[src/rtl/wb_regfile_stage.sv]
// Writeback stage: one pipeline register feeding an 8x16 register file with
// bypassed combinational read ports, a sticky overflow flag and a commit counter.
module wb_regfile_stage #(
  parameter int DATA_W = 16,
  parameter int ADDR_W = 3,
  parameter int CNT_W  = 16
) (
  input  logic              clk,
  input  logic              reset,
  input  logic              enable_wb,
  input  logic [DATA_W-1:0] alu_result,
  input  logic              OVF,
  input  logic [ADDR_W-1:0] destReg_addr,
  input  logic              we,
  input  logic [1:0]        bp_input,
  input  logic [ADDR_W-1:0] rd_addr_a,
  input  logic [ADDR_W-1:0] rd_addr_b,
  input  logic              clr_ovf,
  output logic [DATA_W-1:0] rd_data_a,
  output logic [DATA_W-1:0] rd_data_b,
  output logic              wb_valid_write,
  output logic [ADDR_W-1:0] wb_dest_addr,
  output logic [1:0]        bp_output,
  output logic              ovf_sticky,
  output logic [CNT_W-1:0]  commit_count
);

  localparam int DEPTH = 2 ** ADDR_W;

  logic [DATA_W-1:0] result_q;
  logic [ADDR_W-1:0] dest_q;
  logic              we_q;
  logic              ovf_q;
  logic [1:0]        bp_q;
  logic [DATA_W-1:0] regs [DEPTH];
  logic              sticky_q;
  logic [CNT_W-1:0]  count_q;
  logic              commit;

  // The held entry retires on the same edge that the next one loads.
  assign commit = enable_wb & we_q;

  always_ff @(posedge clk or negedge reset) begin
    if (!reset) begin
      result_q <= '0;
      dest_q   <= '0;
      we_q     <= 1'b0;
      ovf_q    <= 1'b0;
      bp_q     <= '0;
    end else if (enable_wb) begin
      result_q <= alu_result;
      dest_q   <= destReg_addr;
      we_q     <= we;
      ovf_q    <= OVF;
      bp_q     <= bp_input;
    end
  end

  always_ff @(posedge clk or negedge reset) begin
    if (!reset) begin
      for (int i = 0; i < DEPTH; i++) begin
        regs[i] <= '0;
      end
    end else if (commit) begin
      regs[dest_q] <= result_q;
    end
  end

  always_ff @(posedge clk or negedge reset) begin
    if (!reset) begin
      sticky_q <= 1'b0;
      count_q  <= '0;
    end else begin
      // Setting takes priority over a same-edge clear.
      if (commit && ovf_q) begin
        sticky_q <= 1'b1;
      end else if (clr_ovf) begin
        sticky_q <= 1'b0;
      end
      if (commit) begin
        count_q <= count_q + 1'b1;
      end
    end
  end

  always_comb begin
    rd_data_a = regs[rd_addr_a];
    rd_data_b = regs[rd_addr_b];
    if (commit && (rd_addr_a == dest_q)) rd_data_a = result_q;
    if (commit && (rd_addr_b == dest_q)) rd_data_b = result_q;
  end

  assign wb_valid_write = we_q;
  assign wb_dest_addr   = dest_q;
  assign bp_output      = bp_q;
  assign ovf_sticky     = sticky_q;
  assign commit_count   = count_q;

endmodule
[config.mk]
export PLATFORM = sky130hd
export DESIGN_NAME = wb_regfile_stage
export DESIGN_NICKNAME = d
export VERILOG_FILES = /design/src/rtl/wb_regfile_stage.sv
export SDC_FILE = /design/constraint.sdc
export NUM_CORES = 1
export LEC_CHECK = 0
export ABC_AREA = 1
export ABC_CLOCK_PERIOD_IN_PS = 2650
export BUFFER_PORTS_ARGS = -buffer_cell sky130_fd_sc_hd__buf_2
export CORE_ASPECT_RATIO = 1.25
export CORE_MARGIN = 1.5
export CORE_UTILIZATION = 64
export DETAILED_ROUTE_END_ITERATION = 8
export PLACE_DENSITY = 0.88
export SETUP_SLACK_MARGIN = 0.05
export SLEW_MARGIN = 20
export SYNTH_ARGS = -nofsm -noshare
export SYNTH_HDL_FRONTEND = slang
export SYNTH_SLANG_ARGS = --single-unit
[constraint.sdc]
create_clock -name clk -period 2.65 [get_ports clk]
set_input_delay 0 -clock clk [delete_from_list [all_inputs] [get_ports clk]]
set_output_delay 0 -clock clk [all_outputs]
set_load 0.05 [all_outputs]
# After elaboration in Yosys (flattened, before gate mapping)
# Index checks and enable logic that the tools add are counted.
[op_classes]
bitwise_logic = 4
multipliers = 0
shifts = 0
n_eq_ne = 2
n_mux = 13
div_mod_pow = 0
reduce_logical = 5
magnitude_cmp = 4
add_sub_neg = 1
[ops]
columns = ["op", "n"]
rows = [
  ["128-bit bitwise mux", 1],
  ["16-bit two-way mux", 7],
  ["16-bit binary-select mux with 3-bit select", 2],
  ["16-bit demux with 3-bit select", 1],
  ["16-bit by 1-bit adder with 16-bit output (second input constant)", 1],
  ["4-bit >= comparator (second input constant)", 3],
  ["3-bit inverter with 4-bit output", 3],
  ["3-bit == test", 2],
  ["1-bit logical AND", 4],
  ["4-bit by 1-bit less-than comparator with 1-bit output (second input constant)", 1],
  ["1-bit two-way mux", 2],
  ["2-bit nonzero test", 1],
  ["1-bit bitwise AND", 1],
]
[totals]
mem_bits_rw = 0
wordCells = 44
memories = 0
inputBits = 33
latch_bits = 0
romBits = 0
register_bits = 168

# Logic depth before layout (Yosys ltp)
# Gate-level depths: netlist of the first run.
[logic_depth]
depth_word = 6
ltp_mapped = 10

# Worst setup path before layout of the first run
# Ideal clock, no wire load.
[synth_timing]
path_kind = "register to output"
from = "register dest_q[2], in the netlist wb_dest_addr[2]"
to = "output port rd_data_b[10]"
path_stages_with_launch = 10
setup_slack_ns = 0.825
t_required_ns = 2.650
arrival_time_ns = 1.825
path_buffers = 1
cell_sequence = "dfrtp_1 inv_1 nand2_1 nand2_1 nor2_1 nand2_2 inv_2 buf_4 nand2_1 nand2_1"
[synth_via]
elab_chain_len = 3
[synth_lines]
columns = ["element", "line_no", "source"]
rows = [
  ["start: declaration", "31", "logic [ADDR_W-1:0] dest_q;"],
  ["start signal: assignment", "52", "dest_q <= destReg_addr;"],
  ["3-bit == test", "90", "if (commit && (rd_addr_b == dest_q)) rd_data_b = result_q;"],
  ["1-bit logical AND", "90", ""],
  ["16-bit two-way mux", "90", ""],
  ["end: declaration", "20", "output logic [DATA_W-1:0] rd_data_b,"],
]
# No other way between the ends.

# Final worst setup path of the first run
[layout_timing]
from = "register dest_q[1], in the netlist wb_dest_addr[1]"
to = "output port rd_data_a[4]"
[layout_via]
elab_chain_len = 3
[layout_lines]
columns = ["element", "line_no", "source"]
rows = [
  ["3-bit == test", "89", "if (commit && (rd_addr_a == dest_q)) rd_data_a = result_q;"],
  ["1-bit logical AND", "89", ""],
  ["16-bit two-way mux", "89", ""],
  ["end: declaration", "19", "output logic [DATA_W-1:0] rd_data_a,"],
]
# No other way between the ends.

==> results of run 1 <==
[sequential cells by signal, summed over array words and instances (netlist names)]
name,flops
regs,128
wb_valid_write,1
ovf_q,1
commit_count,16
wb_dest_addr,3
ovf_sticky,1
bp_output,2
result_q,16
[final timing paths]
kind | depth (start not counted) | start | slack [ns] | to
min in group clk | 4 | alu_result[1] | 0.31 | result_q[1]
max | 8 | wb_dest_addr[1] | 0.22 | rd_data_a[4]
max in group asynchronous | 3 | reset | 1.64 | regs[63]
max reg2reg | 7 | wb_valid_write | 0.80 | regs[73]
min | 2 | reset | 0.17 | regs[11]
min reg2reg | 2 | regs[59] | 0.48 | regs[59]
[critical path, delay by kind of cell, from the launching register on]
kind	cells	cell delay (ns)
buf+inv	2	0.34
flops	1	0.42
simple gates	6	1.22
[cells by family after synthesis]
group | after synthesis | synth area share
compound gates | 149 | 0.0791
xor+xnor | 9 | 0.00835
fa+ha+maj | 1 | 0.00132
buf+inv | 247 | 0.106
flops | 168 | 0.445
mux | 3 | 0.00358
simple gates | 796 | 0.356
[layout by cell type (no fill, tap or decap)]
cell type        n
ha_1             1
xor2_1           6
buf_6            1
nand2_1        517
mux2_2           3
nor3_4           1
nand3_1        243
nor2_1          19
nand3b_1         1
clkinv_2         2
bufinv_16        1
buf_2           86
inv_1          158
o22ai_1          1
dfrtp_1        168
dlygate4sd3_1   26
inv_2            7
inv_6            1
clkbuf_8         5
nand4_1          6
o21ai_1          8
buf_12           4
clkbuf_16       17
nor3_1           2
xnor2_1          3
clkbuf_1         1
clkinvlp_4       3
o21ai_0        140
nand2_2          3
nor2_4           4
clkinv_4         2
buf_4           24
[final cells by class]
class                           instances  area [sq um]  share of cell area
Clock buffer                           23           498              0.0460
Clock inverter                          9          88.8             0.00820
Inverter                              165           619              0.0572
Multi-Input combinational cell        958          4240               0.391
Sequential cell                       168          4200               0.388
Tap cell                              178           223              0.0206
Timing Repair Buffer                  141           962              0.0888
[power by group]
group          switching, uW  total, uW  internal (uW)
Combinational           1990       2850            865
Clock                   1040       2460           1420
Sequential               439       3690           3250
Total                   3470       9000           5530
[stage by stage]
| step | setup slack [ns] | area, sq um | hold WS (ns) |
|---|---|---|---|
| floorplan | 0.825 | 9440 | -0.296 |
| global route | 0.107 | 10800 | 0.266 |
| detailed placement | 0.746 | 9980 | 0.0851 |
| CTS | 0.281 | 10800 | 0.205 |
| finish | 0.221 | 10800 | 0.165 |
| global placement | 0.814 | 9980 | 0.0908 |
[metal layers]
| metal | part of all wire | GRT usage | vias up |
|---|---|---|---|
| met5 | 0 | 0 | - |
| li1 | - | - | 4472 |
| met2 | 0.47 | 0.604 | 681 |
| met1 | 0.37 | 0.472 | 4406 |
| met3 | 0.12 | 0.0804 | 134 |
| met4 | 0.047 | 0.205 | 0 |
[what timing repair did]
action | CTS | global route
endpoints found under the hold margin | 101 | 0
hold buffers | 26 | 0
endpoints found under the setup margin | 0 | 0
==> parameters.txt, run 1 <==
Parameter                              Value

Logic synthesis
  Cells after Synth ... 1,373
  Number of synthesized flops with an enable pin ... 0
  Share of the yosys chip area belonging to registers ... 0.445
  Top flip-flop cell by instance count after synthesis ... dfrtp_1
  Yosys top cell by area ... dfrtp_1
  Cell types occupying the most area after synthesis ... dfrtp_1, nand2_1, nand3_1, o21ai_0, inv_1
  Post-synthesis net count ... 1,407
  Top cell type's share of synthesized area ... 0.445
  Post-synthesis instance area ... 9440 sq um
  Synthesis warning total ... 0
  Asr flop ratio synth ... 1.00
  Ranking of synthesized cells by instance count ... nand2_1, nand3_1, dfrtp_1
  Post-synthesis cell type count ... 24
  Post-synthesis register bit count ... 168
  Top-count cell post-synth ... nand2_1
  Average cell area after synthesis ... 6.88 sq um

Die
  Placeable core region ... 14,400 sq um
  Count of standard-cell rows ... 49
  Die Height ... 139 microns
  Starting density of the core ... 0.655
  IO Count ... 88
  X dimension of the die ... 112 microns
  Full die area ... 15,500 sq um

Final layout
  FILL cells ... 1,085
  Count of antenna diodes in the layout ... 0
  Post-layout nets ... 1,485
  Final cell utilization of the core ... 0.752
  Number of standard cells in the final layout excluding fillers ... 1,642
  Share of post-route cells with drive strength above 1 ... 0.112
  Area grow syn2layout ... 14.7%

Timing
  Number of failing setup endpoints in the final timing report ... 0
  Count of final hold-check violations ... 0
  RSZ-0062 raised after global routing ... false
  Slew at the pin with the worst max-slew slack ... 0.765 ns
  Max Freq ... 0.412 GHz
  Total Neg Setup Slack ... 0 ns
  Clock period minus final worst setup slack ... 2.43 ns
  Final period util ... 0.917
  Slew Limit Headroom ... 0.490
  Final-report max-slew violation count ... 0
  Clk_skew ... 0.00707 ns

Clock network
  Maximum clock path buffer count ... 2
  H-tree level count ... 4
  Cts bufs inserted ... 17
  # clock sinks ... 168
  Post CTS Setup Buffer Count ... 0
  Clock tree root driver cell ... clkbuf_16
  Clock transition at the registers of the reported paths ... 0.06 ns
  Post-cts repair resize count ... 0
  Worst-skew pair later-pin latency ... 0.43 ns
  CTS tree ... yes

Worst setup path
  Max incr delay on CP ... 0.42 ns
  Cell-by-cell trace of the critical path ... inv_1 -> nand2_1 -> nand2_1 -> nor2_4 -> nand2_2 -> nand3_1 -> nand2_1 -> buf_2
  WS Path Type ... register to output pin
  Maximum net fanout on the critical path ... 17
  Required time reported for the critical path endpoint ... 2.65 ns
  Critical path's most frequent cell ... nand2_1
  Endpoint kind of the worst setup timing path ... output pin
  Critical path's slowest cell ... dfrtp_1
  Data arrival, critical path ... 2.43 ns
  Startpoint class of the critical path ... register

Flow run
  Number of maximum-capacitance constraint violations ... 0

Global routing
  First-pass GRT wire length ... 46.2 mm
  Maximum number of pins on one net before global-route repair ... 80
  Combined global-route utilization of all metal layers ... 0.375
  Overflow after GRT ... 0
  Vias in the first global route ... 9,478
  Antenna violations before repair ... 0

Power and ir drop
  VDD IR-drop max ... 0.556 mV
  PD cells ... 831 nW/um^2
  Reported leakage power ... 0.00577 uW
  Power, Total ... 9000 uW

Placement
  Port Buf Inserts ... 87
  Placed Instances ... 1,584
  HPWL after detailed placement ... 17.3 mm
  Global placement routability congestion ... 0.858

Drt
  DRC errors left ... 0
  Via count of the routed design ... 9,693
  Average vias per placed instance ... 5.90
  Routed wirelength normalized by instance count ... 17.1 microns
  Initial detailed-routing violation count ... 1,185
  Number of detailed-route iterations in the first pass ... 9
  Total detailed-routing wirelength ... 28.1 mm
  DRT antenna net count ... 0

Status
  Status ... complete, no violations

Min path
  Hold WC Path Type ... input pin to asynchronous set/reset pin
Note: power is estimated with default switching activity, not from simulation.
==> inputs of run 2 (changes only) <==
--- a/config.mk
+++ b/config.mk
@@ -6,13 +6,13 @@
 export NUM_CORES = 1
 export LEC_CHECK = 0
 export ABC_AREA = 1
-export ABC_CLOCK_PERIOD_IN_PS = 2650
+export ABC_CLOCK_PERIOD_IN_PS = 2100
 export BUFFER_PORTS_ARGS = -buffer_cell sky130_fd_sc_hd__buf_2
 export CORE_ASPECT_RATIO = 1.25
-export CORE_MARGIN = 1.5
-export CORE_UTILIZATION = 64
+export CORE_MARGIN = 2
+export CORE_UTILIZATION = 54
 export DETAILED_ROUTE_END_ITERATION = 8
-export PLACE_DENSITY = 0.88
+export PLACE_DENSITY = 0.79
 export SETUP_SLACK_MARGIN = 0.05
 export SLEW_MARGIN = 20
 export SYNTH_ARGS = -nofsm -noshare
==> constraint.sdc (replaced) <==
create_clock -name clk -period 2.1 [get_ports clk]
set_input_delay 0 -clock clk [delete_from_list [all_inputs] [get_ports clk]]
set_output_delay 0 -clock clk [all_outputs]
set_load 0.05 [all_outputs]
==> parameters.txt, run 2 (synthesized netlist as in run 1, its figures left out) <==
Parameter                              Value

Clock network
  Maximum clock path buffer count ... 2 (unchanged)
  CTS tree ... yes (unchanged)
  Clock tree root driver cell ... clkbuf_16 (unchanged)
  H-tree level count ... 4 (unchanged)
  # clock sinks ... 168 (unchanged)
  Clock transition at the registers of the reported paths ... 0.07 ns (was 0.06 ns)
  Cts bufs inserted ... 17 (unchanged)
  Worst-skew pair later-pin latency ... 0.45 ns (was 0.43 ns)

Worst setup path
  Critical path's slowest cell ... dfrtp_2 (was dfrtp_1)
  Endpoint kind of the worst setup timing path ... output pin (unchanged)
  Critical path's most frequent cell ... nand2_1 (unchanged)
  Max incr delay on CP ... 0.42 ns (about the same)
  Data arrival, critical path ... 1.99 ns (was 2.43 ns)
  Cell-by-cell trace of the critical path ... inv_2 -> nand2_1 -> nand2_1 -> nor2_2 -> nand2_2 -> buf_4 -> nand3_1 -> nand2_1 -> clkbuf_4 (was inv_1 -> nand2_1 -> nand2_1 -> nor2_4 -> nand2_2 -> nand3_1 -> nand2_1 -> buf_2)
  Top Family by Delay on Critical Path ... simple AND/OR/NAND/NOR gates (unchanged)
  WS Path Type ... register to output pin (unchanged)
  Required time reported for the critical path endpoint ... 2.10 ns (was 2.65 ns)
  Buffers and inverters on the worst path ... 3 (was 2)
  Maximum net fanout on the critical path ... 5 (was 17)
  Startpoint class of the critical path ... register (unchanged)

Timing
  Total Neg Setup Slack ... 0 ns (unchanged)
  Clock period minus final worst setup slack ... 1.99 ns
  Number of failing setup endpoints in the final timing report ... 0 (unchanged)
  Clk_skew ... 0.00960 ns (was 0.00707 ns)
  Max Freq ... 0.501 GHz
  Slew at the pin with the worst max-slew slack ... 0.616 ns (was 0.765 ns)
  Final period util ... 0.950
  Slew Limit Headroom ... 0.589 (was 0.490)
  Final hold slack ... -0.00622 ns (was 0.165 ns)
  Slack of the critical path ... 0.105 ns (was 0.221 ns)
  Count of final hold-check violations ... 1 (was 0)
  RSZ-0062 raised after global routing ... false (unchanged)
  Final-report max-slew violation count ... 0 (unchanged)

Drt
  Number of detailed-route iterations in the first pass ... 5 (was 9)
  DRT antenna net count ... 0 (unchanged)
  DRC errors left ... 0 (unchanged)
  Initial detailed-routing violation count ... 1,377 (was 1,185)
  Via count of the routed design ... 9,768 (was 9,693)
  Routed wirelength normalized by instance count ... 17.5 microns (was 17.1 microns)
  Average vias per placed instance ... 5.75 (was 5.90)
  Total detailed-routing wirelength ... 29.7 mm (was 28.1 mm)

Final layout
  Final cell utilization of the core ... 0.643 (was 0.752)
  Most flop-heavy register ... regs (unchanged)
  Most common library cell in the layout ignoring fill and taps ... nand2_1 (unchanged)
  Count of antenna diodes in the layout ... 0 (unchanged)
  Share of post-route cells with drive strength above 1 ... 0.123 (was 0.112)
  Area grow syn2layout ... 17.8% (was 14.7%)
  Number of standard cells in the final layout excluding fillers ... 1,699 (was 1,642)
  Commonest cells after routing, fill and taps aside ... nand2_1, nand3_1, dfrtp_1 (unchanged)
  Flip-flop count of the largest register after layout ... 128 (unchanged)
  Post-layout nets ... 1,496 (was 1,485)

Die
  Starting density of the core ... 0.546 (was 0.655)
  Placeable core region ... 17,300 sq um (was 14,400 sq um)
  X dimension of the die ... 122 microns (was 112 microns)
  Full die area ... 18,600 sq um (was 15,500 sq um)
  Count of standard-cell rows ... 54 (was 49)
  Die Height ... 152 microns (was 139 microns)
  IO Count ... 88 (unchanged)

Global routing
  Vias in the first global route ... 9,280 (was 9,478)
  Maximum number of pins on one net before global-route repair ... 65 (was 80)
  Combined global-route utilization of all metal layers ... 0.327 (was 0.375)
  Overflow after GRT ... 0 (unchanged)
  First-pass GRT wire length ... 47.4 mm (was 46.2 mm)
  Antenna violations before repair ... 0 (unchanged)

Min path
  Hold WC Path Type ... input pin to register (was input pin to asynchronous set/reset pin)

Power and ir drop
  PD cells ... 1060 nW/um^2 (was 831 nW/um^2)
  Power, Total ... 11,800 uW (was 9000 uW)
  Reported leakage power ... 0.00588 uW (was 0.00577 uW)
  VDD IR-drop max ... 0.730 mV (was 0.556 mV)

Placement
  Placed Instances ... 1,636 (was 1,584)
  Minimum setup slack after placement ... 0.430 ns (was 0.746 ns)
  HPWL after detailed placement ... 18.2 mm (was 17.3 mm)
  Global placement routability congestion ... 0.862 (was 0.858)
  Port Buf Inserts ... 87 (unchanged)

Status
  Status ... complete, but fails checks (was complete, no violations)
  Failing checks ... negative hold slack

Flow run
  Number of maximum-capacitance constraint violations ... 0 (unchanged)
[run 2: area by class of cell]
type | count | area, sq um
Sequential cell | 168 | 4210
Clock inverter | 14 | 220
Multi-Input combinational cell | 959 | 4260
Timing Repair Buffer | 151 | 1090
Tap cell | 224 | 280
Inverter | 165 | 624
Clock buffer | 18 | 439
Fill cell | 1508 | 6170
[run 2: worst paths after layout]
| path | from | endpoint | slack [ns] | depth (start not counted) |
|---|---|---|---|---|
| setup / recovery | wb_dest_addr[0] | rd_data_b[1] | 0.11 | 9 |
| hold / removal | enable_wb | commit_count[1] | -0.006 | 5 |
| setup reg to reg | commit_count[0] | commit_count[8] | 0.57 | 5 |
| hold reg to reg | regs[19] | regs[19] | 0.48 | 2 |
| max in group asynchronous | reset | wb_dest_addr[0] | 1.22 | 3 |
| min in group asynchronous | reset | commit_count[6] | 0.09 | 2 |
[run 2: repair_timing]
action | in CTS | in global routing
setup endpoints to repair | 28 | 32
gates resized for setup | 15 | 12
gates cloned | 1 | 0
setup buffers | 0 | 4
hold buffers | 26 | 0
pin swaps | 1 | 2
hold endpoints to repair | 78 | 0
[run 2: metal layers]
layer / track usage / part of all wire / up-vias
li1: - / - / 4494
met1: 0.437 / 0.40 / 4570
met2: 0.511 / 0.47 / 602
met3: 0.0687 / 0.10 / 102
met4: 0.145 / 0.030 / 0
met5: 0 / 0 / -
[run 2: through the flow]
step,cell area (sq um),hold slack (ns)
2_1_floorplan,9440,-0.296
4_1_cts,11100,0.0375
3_3_place_gp,10100,0.0106
6_report,11100,-0.00622
3_5_place_dp,10100,0.0202
5_1_grt,11100,0.0492
[run 2: report_power, final]
part | internal (uW) | leakage, uW | total, uW | switching, uW
clock network | 2150 | 0.000321 | 3540 | 1380
logic | 1150 | 0.00343 | 3650 | 2500
registers | 4100 | 0.00213 | 4650 | 551
[run 2: worst register-to-register path, delay by kind of cell (launching register included)]
kind,cells,cell delay [ns]
simple gates,3,0.60
flops,1,0.44
xor+xnor,1,0.14
fa+ha+maj,1,0.24
==> inputs of run 3 (changes only) <==
--- a/config.mk
+++ b/config.mk
@@ -6,13 +6,16 @@
 export NUM_CORES = 1
 export LEC_CHECK = 0
 export ABC_AREA = 1
-export ABC_CLOCK_PERIOD_IN_PS = 2100
+export ABC_CLOCK_PERIOD_IN_PS = 2520
 export BUFFER_PORTS_ARGS = -buffer_cell sky130_fd_sc_hd__buf_2
+export CELL_PAD_IN_SITES_DETAIL_PLACEMENT = 1
+export CELL_PAD_IN_SITES_GLOBAL_PLACEMENT = 2
 export CORE_ASPECT_RATIO = 1.25
 export CORE_MARGIN = 2
-export CORE_UTILIZATION = 54
+export CORE_UTILIZATION = 36
+export CTS_BUF_LIST = sky130_fd_sc_hd__clkbuf_16
 export DETAILED_ROUTE_END_ITERATION = 8
-export PLACE_DENSITY = 0.79
+export PLACE_DENSITY = 0.88
 export SETUP_SLACK_MARGIN = 0.05
 export SLEW_MARGIN = 20
 export SYNTH_ARGS = -nofsm -noshare
==> constraint.sdc (replaced) <==
create_clock -name clk -period 2.52 [get_ports clk]
set_input_delay 0 -clock clk [delete_from_list [all_inputs] [get_ports clk]]
set_output_delay 0 -clock clk [all_outputs]
set_load 0.05 [all_outputs]
==> parameters.txt, run 3 (synthesized netlist as in run 1, its figures left out) <==
Parameter                              Value

Timing
  Slew Limit Headroom ... 0.452 (was 0.589)
  Slew at the pin with the worst max-slew slack ... 0.822 ns (was 0.616 ns)
  Final hold slack ... 0.116 ns (was -0.00622 ns)
  Clk_skew ... 0.0135 ns (was 0.00960 ns)
  Final period util ... 0.899
  Clock period minus final worst setup slack ... 2.26 ns
  Final-report max-slew violation count ... 0 (unchanged)
  Total Neg Setup Slack ... 0 ns (unchanged)
  RSZ-0062 raised after global routing ... false (unchanged)
  Count of final hold-check violations ... 0 (was 1)
  Max Freq ... 0.442 GHz
  Number of failing setup endpoints in the final timing report ... 0 (unchanged)

Final layout
  Post-route standard cell area excluding fillers ... 11,000 sq um (was 11,100 sq um)
  Count of antenna diodes in the layout ... 0 (unchanged)
  Final cell utilization of the core ... 0.425 (was 0.643)
  Commonest cells after routing, fill and taps aside ... nand2_1, nand3_1, dfrtp_1 (unchanged)
  Share of post-route cells with drive strength above 1 ... 0.110 (was 0.123)
  Most common library cell in the layout ignoring fill and taps ... nand2_1 (unchanged)
  Most flop-heavy register ... regs (unchanged)
  Flip-flop count of the largest register after layout ... 128 (unchanged)
  Post-layout nets ... 1,490 (was 1,496)
  Area grow syn2layout ... 16.8% (was 17.8%)

Flow run
  Number of maximum-capacitance constraint violations ... 0 (unchanged)

Die
  Count of standard-cell rows ... 66 (was 54)
  Full die area ... 27,600 sq um (was 18,600 sq um)
  X dimension of the die ... 149 microns (was 122 microns)
  Starting density of the core ... 0.364 (was 0.546)
  Placeable core region ... 25,900 sq um (was 17,300 sq um)
  IO Count ... 88 (unchanged)
  Die Height ... 185 microns (was 152 microns)

Worst setup path
  Maximum net fanout on the critical path ... 17 (was 5)
  Critical path's slowest cell ... dfrtp_1 (was dfrtp_2)
  Required time reported for the critical path endpoint ... 2.52 ns (was 2.10 ns)
  Depth of the worst register-to-register path ... 6 (was 5)
  Endpoint kind of the worst setup timing path ... output pin (unchanged)
  Top Family by Delay on Critical Path ... simple AND/OR/NAND/NOR gates (unchanged)
  CP Capture Point ... rd_data_b[2] (was rd_data_b[1])
  Startpoint class of the critical path ... register (unchanged)
  Cell-by-cell trace of the critical path ... inv_1 -> nand2_1 -> nand2_1 -> nor2_1 -> nand2_4 -> inv_6 -> nand2_1 -> nand2_1 -> buf_2 (was inv_2 -> nand2_1 -> nand2_1 -> nor2_2 -> nand2_2 -> buf_4 -> nand3_1 -> nand2_1 -> clkbuf_4)
  Max incr delay on CP ... 0.45 ns (was 0.42 ns)
  WS Path Type ... register to output pin (unchanged)
  Data arrival, critical path ... 2.26 ns (was 1.99 ns)
  Critical register-to-register path startpoint ... wb_valid_write (was commit_count[0])
  Critical path launch point ... wb_dest_addr[2] (was wb_dest_addr[0])
  Critical path's most frequent cell ... nand2_1 (unchanged)
  Depth of the critical timing path with buffers and inverters included ... 9 (unchanged)
  R2R setup slack ... 0.86 ns (was 0.57 ns)
  Reg-to-reg critical path endpoint ... regs[6] (was commit_count[8])
  Buffers and inverters on the worst path ... 3 (unchanged)

Drt
  Routed wirelength normalized by instance count ... 18.8 microns (was 17.5 microns)
  Number of detailed-route iterations in the first pass ... 5 (unchanged)
  Via count of the routed design ... 9,389 (was 9,768)
  Average vias per placed instance ... 5.19 (was 5.75)
  DRC errors left ... 0 (unchanged)
  DRT antenna net count ... 0 (unchanged)
  Initial detailed-routing violation count ... 643 (was 1,377)
  Total detailed-routing wirelength ... 34.0 mm (was 29.7 mm)

Placement
  Port Buf Inserts ... 87 (unchanged)
  HPWL after detailed placement ... 21.6 mm (was 18.2 mm)
  Post-detailed-placement cell area ... 10,200 sq um (was 10,100 sq um)
  Global placement routability congestion ... 0.830 (was 0.862)

Min path
  Hold WC Path Type ... input pin to asynchronous set/reset pin (was input pin to register)

Power and ir drop
  VDD IR-drop max ... 0.569 mV (was 0.730 mV)
  PD cells ... 859 nW/um^2 (was 1060 nW/um^2)
  Clock network fraction of total power ... 0.270 (was 0.299)
  Reported leakage power ... 0.00580 uW (was 0.00588 uW)
  Switching power total ... 3720 uW (was 4430 uW)
  Switching Share ... 0.393 (was 0.375)
  Design internal power ... 5760 uW (was 7400 uW)
  Share of power burned in combinational logic ... 0.322 (was 0.308)
  Share of power burned in registers ... 0.408 (was 0.393)

Global routing
  Vias in the first global route ... 10,100 (was 9,280)
  Overflow after GRT ... 0 (unchanged)
  First-pass GRT wire length ... 55.4 mm (was 47.4 mm)
  Antenna violations before repair ... 0 (unchanged)
  Combined global-route utilization of all metal layers ... 0.260 (was 0.327)
  Maximum number of pins on one net before global-route repair ... 65 (unchanged)

Clock network
  # clock sinks ... 168 (unchanged)
  Cts bufs inserted ... 17 (unchanged)
  CTS tree ... yes (unchanged)
  H-tree level count ... 4 (unchanged)
  Worst-skew pair later-pin latency ... 0.44 ns (was 0.45 ns)
  Clock tree root driver cell ... clkbuf_16 (unchanged)
  Maximum clock path buffer count ... 2 (unchanged)
  Clock transition at the registers of the reported paths ... 0.07 ns (about the same)

Status
  Status ... complete, no violations (was complete, but fails checks)
==> run 3: layout make-up <==
| type | count | area [sq um] |
|---|---|---|
| clock inverters | 15 | 124 |
| repair buffers | 146 | 987 |
| multi-input cells | 958 | 4240 |
| well taps | 340 | 425 |
| fillers | 3350 | 14900 |
| inverters | 165 | 624 |
| clock buffers | 17 | 425 |
| flip-flops and latches | 168 | 4200 |
==> run 3: worst min-delay path by stage <==
stage | from | slack, ns | to | cells past startpoint
4_1_cts | reset | 0.14 | result_q[15] | 2
3_5_place_dp | reset | 0.03 | regs[47] | 1
3_3_place_gp | reset | 0.02 | regs[47] | 1
6_report | reset | 0.12 | regs[63] | 2
5_1_grt | reset | 0.16 | bp_output[0] | 2
2_1_floorplan | reset | -0.30 | bp_output[0] | 0
==> run 3: power by group through the flow <==
stage               Combinational [uW]  Sequential, uW  Clock [uW]
floorplan                         2030            3980           0
global placement                  2930            3880           0
detailed placement                3020            3900           0
CTS                               3060            3860        2600
global route                      3470            3970        2700
finish                            3050            3870        2560
==> run 3: timing repair <==
| action | 4_1_cts | 5_1_grt |
|---|---|---|
| hold endpoints to repair | 77 | 0 |
| setup endpoints to repair | 0 | 16 |
| buffers inserted | 0 | 0 |
| hold buffers | 26 | 0 |
| resized for setup | 0 | 4 |
==> run 3: layer usage <==
metal	share of wire	vias to the layer above	GRT usage
met5	0	-	0
met4	0.017	0	0.0716
met3	0.048	51	0.0458
met2	0.48	227	0.445
met1	0.46	4629	0.339
li1	-	4482	-
==> run 3: stage by stage <==
stage	std cells	setup WS (ns)	power (uW)
global placement	1751	0.595	6810
CTS	1809	0.0801	9520
global route	1809	0.130	10100
floorplan	1373	0.695	6010
detailed placement	1751	0.524	6920
finish	1809	0.255	9480
